===== config.mk =====
export PLATFORM = sky130hd
export DESIGN_NAME = sqrt_iter
export DESIGN_NICKNAME = d
export VERILOG_FILES = /design/src/rtl/sqrt_iter.sv
export SDC_FILE = /design/constraint.sdc
export NUM_CORES = 1
export LEC_CHECK = 0
export BUFFER_PORTS_ARGS = -buffer_cell sky130_fd_sc_hd__buf_4
export CAP_MARGIN = 20
export CORE_MARGIN = 3
export CORE_UTILIZATION = 40
export DETAILED_ROUTE_END_ITERATION = 16
export PLACE_DENSITY_LB_ADDON = 0.05
export SLEW_MARGIN = 30
export SYNTH_ARGS = -nofsm -noshare
export SYNTH_HDL_FRONTEND = slang
export SYNTH_SLANG_ARGS = --single-unit

===== constraint.sdc =====
create_clock -name Clk -period 3.6 [get_ports Clk]
set_clock_uncertainty 0.15 [all_clocks]
set_input_delay 0.36 -clock Clk [delete_from_list [all_inputs] [get_ports Clk]]
set_output_delay 0.36 -clock Clk [all_outputs]
set_load 0.05 [all_outputs]

===== src/rtl/sqrt_iter.sv =====
// rtl/sqrt_iter.sv - iterative bit-pair integer square root, one root bit per clock
// Optional remainder output enabled by defining SQRT_REM_EN.
module sqrt_iter #(
  parameter  int W  = 8,
  localparam int RW = W / 2
) (
  input  logic          Clk,
  input  logic          Rst_n,
  input  logic          start,
  input  logic [W-1:0]  A,
  output logic          busy,
  output logic          ack,
`ifdef SQRT_REM_EN
  output logic [RW:0]   rem,
`endif
  output logic [RW-1:0] sol
);

  if (W < 4 || (W % 2) != 0) begin : g_bad_width
    $error("sqrt_iter: W must be even and >= 4");
  end

  localparam int CW = (RW > 1) ? $clog2(RW) : 1;

  typedef enum logic [1:0] {
    IDLE = 2'd0,
    CALC = 2'd1,
    DONE = 2'd2
  } state_t;

  state_t        state, state_nxt;
  logic [W-1:0]  opnd;
  logic [RW-1:0] q;
  logic [RW+1:0] r;
  logic [CW-1:0] cnt;

  logic [RW+1:0] r_sh;
  logic [RW+1:0] t;
  logic [RW+1:0] r_sub;
  logic          ge;

  always_ff @(posedge Clk or negedge Rst_n) begin
    if (!Rst_n) state <= IDLE;
    else        state <= state_nxt;
  end

  always_comb begin
    state_nxt = state;
    case (state)
      IDLE:    if (start) state_nxt = CALC;
      CALC:    if (cnt == '0) state_nxt = DONE;
      DONE:    state_nxt = IDLE;
      default: state_nxt = IDLE;
    endcase
  end

  // Shifted remainder brings in the next operand bit pair; trial divisor is 4q+1.
  always_comb begin
    r_sh  = (r << 2) | {{RW{1'b0}}, opnd[W-1:W-2]};
    t     = {q, 2'b01};
    ge    = (r_sh >= t);
    r_sub = r_sh - t;
  end

  always_ff @(posedge Clk or negedge Rst_n) begin
    if (!Rst_n) begin
      opnd <= '0;
      q    <= '0;
      r    <= '0;
      cnt  <= '0;
    end else begin
      case (state)
        IDLE: begin
          if (start) begin
            opnd <= A;
            q    <= '0;
            r    <= '0;
            cnt  <= CW'(RW - 1);
          end
        end
        CALC: begin
          opnd <= opnd << 2;
          r    <= ge ? r_sub : r_sh;
          q    <= (q << 1) | {{(RW-1){1'b0}}, ge};
          if (cnt != '0) cnt <= cnt - CW'(1);
        end
        default: ;
      endcase
    end
  end

  // Results and ack are registered on the edge leaving DONE; sol holds until the next result.
  always_ff @(posedge Clk or negedge Rst_n) begin
    if (!Rst_n) begin
      ack <= 1'b0;
      sol <= '0;
`ifdef SQRT_REM_EN
      rem <= '0;
`endif
    end else begin
      ack <= (state == DONE);
      if (state == DONE) begin
        sol <= q;
`ifdef SQRT_REM_EN
        rem <= r[RW:0];
`endif
      end
    end
  end

  assign busy = (state != IDLE);

endmodule


# Word-level counts from Yosys, hierarchy flattened
# Index checks and enable logic that the tools add are counted.
# W data, S select, Z words.
word_totals:
  reg_bits: 25
  word_cells: 38
op_classes:
  reduce_logical: 8
  mux: 13
  eq_ne: 5
  add_sub_neg: 2
  bitwise: 2
  n_lt_le_gt_ge: 1
op_table:
  columns: ["operator", "count"]
  rows:
  - ["$pmux W4 S2", 2]
  - ["$pmux W8 S2", 1]
  - ["$mux W4", 3]
  - ["$mux W2", 4]
  - ["$mux W8", 1]
  - ["$pmux W2 S2", 2]
  - ["$ge A6 B6 Y1", 1]
  - ["$ne A2 B2 Y1 const B", 3]
  - ["$or A6 B2 Y6", 1]
  - ["$reduce_bool A2 Y1", 3]
  - ["$logic_not A2 Y1", 2]
  - ["$or A4 B1 Y4", 1]
  - ["$reduce_and A2 Y1", 2]
  - ["$sub A4 B4 Y4", 1]
  - ["$reduce_and A3 Y1", 1]
  - ["$eq A2 B1 Y1 const B", 1]
  - ["$eq A2 B2 Y1 const B", 1]
  - ["$sub A2 B1 Y2 const B", 1]

# Logic depth before layout (Yosys ltp)
logic_depth:
  ltp_word: 4
  ltp_mapped: 6
  depth_no_buf: 6

# Worst setup path before layout
# OpenSTA, ideal clock, no wires.
synth_path:
  path_type: "register to register"
  from: "register q[1]"
  to: "register r[2]"
  setup_slack_ns: 1.909
  path_buffers: 0
  path_stages_with_launch: 7
  required_time_ns: 3.310
  synth_period_minus_slack_ns: 1.691
  arrival_ns: 1.401
  cell_sequence: "dfrtp_1 -> inv_1 -> ha_1 -> a21o_1 -> a31oi_2 -> o21a_4 -> o311ai_2"
synth_via:
  elab_chain_cells: 3
synth_rtl:
  columns: ["element", "line_no", "source"]
  rows:
  - ["start: declaration", "33", "logic [RW-1:0] q;"]
  - ["start signal: assignment", "84", "q <= (q << 1) | {{(RW-1){1'b0}}, ge};"]
  - ["$ge A6 B6 Y1", "61", "ge = (r_sh >= t);"]
  - ["$mux W4", "83", "r <= ge ? r_sub : r_sh;"]
  - ["$pmux W4 S2", "72", "case (state)"]
  - ["end signal: assignment", "83", null]
  - ["end: declaration", "34", "logic [RW+1:0] r;"]
# No other way between the ends.
# A chain may end at the register's enable or synchronous reset.

# Final worst setup path
layout_path:
  from: "register state[0]"
  to: "register r[2]"
layout_via:
  elab_chain_cells: 3
  word_cells_on_any_way: 6
  classes_between: "eq/ne: 2; mux: 1; reduce/logical: 3"
layout_rtl:
  columns: ["element", "line_no", "source"]
  rows:
  - ["start: declaration", "31", "state_t state, state_nxt;"]
  - ["start signal: assignment", "44", "else state <= state_nxt;"]
  - ["$eq A2 B1 Y1 or $logic_not A2 Y1 (tied branches)", "72", null]
  - ["$reduce_bool A2 Y1 (no line) or $ne A2 B2 Y1 (tied branches)", null, null]
  - ["$reduce_and A2 Y1 (no line)", null, null]
# Parallel ways exist; a longest one is shown, timed or not.

==> PnR_summary.wiki <==
{| class="wikitable"
! Metric !! Value
|-
| Final setup violating endpoints || 0
|-
| Main flop type after synthesis || sky130_fd_sc_hd__dfrtp_1
|-
| Average cell area after synthesis || 9.99 sq um
|-
| Area of the multi-input gates || approximately 600 sq um
|-
| CTS tree || done
|-
| FILL cells || 305
|-
| Worst Setup Start Kind || register
|-
| Fraction of final layout cells sized beyond drive strength 1 || between 10% and 20%
|-
| Detailed Routing Iterations Pass 1 || 5
|-
| Seq. cell area || roughly 630 sq um
|-
| Die footprint || 0.00394 sq mm
|-
| Count of max-cap constraint violations || 0
|-
| Post-detail-place hpwl || ~1800 um
|-
| Clock Sinks || 25
|-
| Most common cell in the netlist || sky130_fd_sc_hd__dfrtp_1
|-
| Count of state elements after synthesis || 25
|-
| Via count of the first global-routing pass || 930
|-
| Final critical-path share of the clock period || between 50% and 60%
|-
| Clock H-tree levels || 1
|-
| Bufs on Longest Clock Path || 2
|-
| Hold Violations, Final || 0
|-
| Count of pins over their slew limit || 0
|-
| Antenna violations before repair || 0
|-
| Average via count per standard cell || 5.12
|-
| Clock latency at the later pin of the worst-skew pair || around 330 ps
|-
| Buffer cell driving the clock tree root || sky130_fd_sc_hd__clkbuf_4
|-
| Class of the tightest hold or removal check || in -> reg
|-
| Headroom to the max-slew limit || between 40% and 50%
|-
| Gate count after technology mapping || between 100 and 150
|-
| DIE HEIGHT || about 63 um
|-
| Net switching component of the power || between 0.6 and 0.7 mW
|-
| Global placer's final weighted congestion || ~0.73
|-
| Post-layout min period || just under 2000 ps
|-
| Power Total || ~1.3 mW
|-
| Synthesized cell area || around 0.0013 sq mm
|-
| Count of unique library cells instantiated by Yosys || 25
|-
| Maximum number of pins on one net before global-route repair || 26
|-
| Initial standard-cell utilization of the core || roughly 44%
|-
| Core Footprint || 0.00290 sq mm
|-
| Maximum clock frequency || roughly 0.51 GHz
|-
| Antenna diode count || 0
|-
| Worst Max-Slew Pin Slew || between 800 and 900 ps
|-
| Sum of overflow across all layers after global routing || 0
|-
| IR drop worst, VDD || 0.335 mV
|-
| Sequential fraction of the synthesis area || between 40% and 50%
|-
| Layout area overhead || 14.3%
|-
| Remaining design rule violation count || 0
|-
| Number of port buffers || 16
|-
| Data required, critical path || 3690 ps
|-
| Async set-or-reset flop fraction in the synthesized netlist || 100%
|-
| Routed wire per std cell || ~14 um
|-
| EDFF count, synth || 0
|-
| Share of Yosys cell area claimed by the top area cell type || 48.5%
|-
| Std cell rows || 19
|-
| Fraction of power consumed by sequential logic || between 30 and 40%
|-
| Syn Nets || 147
|-
| Number of clock buffers inserted by TritonCTS || 3
|-
| Unrepaired setup endpoints after global routing || false
|-
| Worst-path clk slew || 160 ps
|-
| Setup CP Type || reg -> reg
|-
| Most common library cells after synthesis || sky130_fd_sc_hd__dfrtp_1 (25), sky130_fd_sc_hd__o21ai_0 (17), sky130_fd_sc_hd__nand2_1 (16)
|-
| Result of the run || completed
|-
| Setup TNS Final || 0 ps
|-
| Total number of nets in the final design || approximately 160
|-
| Biggest area contributors in the synthesized netlist || sky130_fd_sc_hd__dfrtp_1 (49%), sky130_fd_sc_hd__ha_1 (6.8%), sky130_fd_sc_hd__o21ai_0 (6.6%)
|-
| Top-level I/O count || 17
|-
| Type of destination of the critical path || register
|-
| Die extent in x || approximately 63 um
|-
| Switching part of the total || a little under half
|-
| Maximum fanout along the worst path || 14
|-
| Post-CTS setup buffers || 0
|-
| Power per standard cell area || ~920 mW/mm^2
|-
| Final WL || about 2500 um
|-
| Proportion of power drawn by the clock network || about a tenth
|-
| Leading area contributor after synthesis || sky130_fd_sc_hd__dfrtp_1
|-
| Static leakage || between 0.6 and 0.7 nW
|-
| Wire length of the first global-routing pass || ~4400 um
|-
| Part of the power in combinational logic || a little over half
|-
| Starting DRC count in detailed routing || 20
|-
| Total of warnings raised by yosys || 0
|-
| Data arrival time at the worst-slack endpoint || around 2000 ps
|-
| Post-route antenna net violation count || 0
|-
| Global routing usage summed across all routing layers || roughly 14%
|-
| DR vias || around 950
|-
| Internal cell power || 0.725 mW
|}
==> what timing repair did <==
item                      in CTS  in global routing
hold endpoints to repair      25                  0
resized for setup              0                  0
hold buffers                   1                  0
==> power groups by stage <==
stage	Combinational [mW]	Sequential, mW	Clock, mW
floorplan	0.540	0.514	0
global placement	0.720	0.488	0
detailed placement	0.731	0.491	0
CTS	0.734	0.485	0.143
global route	0.811	0.504	0.158
finish	0.724	0.485	0.139
==> layout make-up <==
type | count | area share, %
Sequential cell | 25 | 42.5
Multi-Input combinational cell | 89 | 40.7
Timing Repair Buffer | 17 | 8.84
Tap cell | 42 | 3.57
Inverter | 9 | 2.29
Clock buffer | 3 | 1.53
Clock inverter | 1 | 0.595
==> cell usage in the layout (no fill, tap or decap) <==
cell,Yosys,final
sky130_fd_sc_hd__nand2_1,16,16
sky130_fd_sc_hd__dfrtp_1,25,25
sky130_fd_sc_hd__o211ai_1,1,1
sky130_fd_sc_hd__a2bb2oi_1,2,2
sky130_fd_sc_hd__dlygate4sd3_1,0,1
sky130_fd_sc_hd__nor2_1,3,3
sky130_fd_sc_hd__ha_1,7,7
sky130_fd_sc_hd__o2111ai_1,4,4
sky130_fd_sc_hd__o311ai_2,3,3
sky130_fd_sc_hd__xnor2_1,1,1
sky130_fd_sc_hd__a21o_1,1,1
sky130_fd_sc_hd__nand2b_1,4,4
sky130_fd_sc_hd__xor2_1,1,1
sky130_fd_sc_hd__or2_2,1,1
sky130_fd_sc_hd__a21oi_1,10,10
sky130_fd_sc_hd__buf_4,1,16
sky130_fd_sc_hd__clkbuf_4,0,3
sky130_fd_sc_hd__inv_6,0,1
sky130_fd_sc_hd__inv_1,9,9
sky130_fd_sc_hd__and2_1,1,1
sky130_fd_sc_hd__nor2b_1,8,8
sky130_fd_sc_hd__o21a_4,1,1
sky130_fd_sc_hd__o21ai_0,17,17
sky130_fd_sc_hd__a22oi_1,6,6
sky130_fd_sc_hd__a31oi_2,1,1
sky130_fd_sc_hd__o21bai_2,1,1
==> registers in the layout, summed over array words and instances, names as in the netlist <==
name	cells
opnd	8
ack	1
sol	4
r	4
state	2
cnt	2
q	4
==> layer usage <==
metal,vias up,routed length [um],track usage (%)
li1,484,-,-
met1,443,1210,18.3
met2,24,1170,22.6
met3,2,123,1.98
met4,0,23,5.79
met5,-,0,0
==> kinds of logic after synthesis <==
kind of cell	synth area share (%)
adders and majority gates	6.80
DFF	48.5
xor gates and xnor gates	1.36
AOI/OAI and AO/OA	26.0
and+or+nand+nor	12.3
buffers and inverters	4.95
==> path summary, 6_finish.rpt <==
path,start,end,slack [ps],depth (start not counted)
setup / recovery,state[0]$_DFFE_PN0P_,r[2]$_DFFE_PN0P_,1640,3
hold / removal,A[1],opnd[1]$_DFFE_PN0P_,150,3
setup reg to reg,state[0]$_DFFE_PN0P_,r[2]$_DFFE_PN0P_,1640,3
hold reg to reg,cnt[0]$_DFFE_PN0P_,cnt[0]$_DFFE_PN0P_,330,1
max in group asynchronous,Rst_n,opnd[5]$_DFFE_PN0P_,2760,2
min in group asynchronous,Rst_n,q[3]$_DFFE_PN0P_,290,2
==> critical path, stage by stage, from the launching register on <==
cell and delay, ps:
sky130_fd_sc_hd__dfrtp_1 610, sky130_fd_sc_hd__nor2b_1 720, sky130_fd_sc_hd__o2111ai_1 250, sky130_fd_sc_hd__o311ai_2 130
==> through the flow <==
stage	setup slack, ps	std cells	cell area, sq um	util (%)	hold WS, ps
4_1_cts	1640	186	1470	50.8	146
3_3_place_gp	1770	181	1430	49.4	136
5_1_grt	1470	186	1470	50.8	167
6_report	1640	186	1470	50.8	150
2_1_floorplan	1910	129	1290	-	-85.6
3_5_place_dp	1680	181	1430	49.4	134
Note: power is estimated with default switching activity, not from simulation.
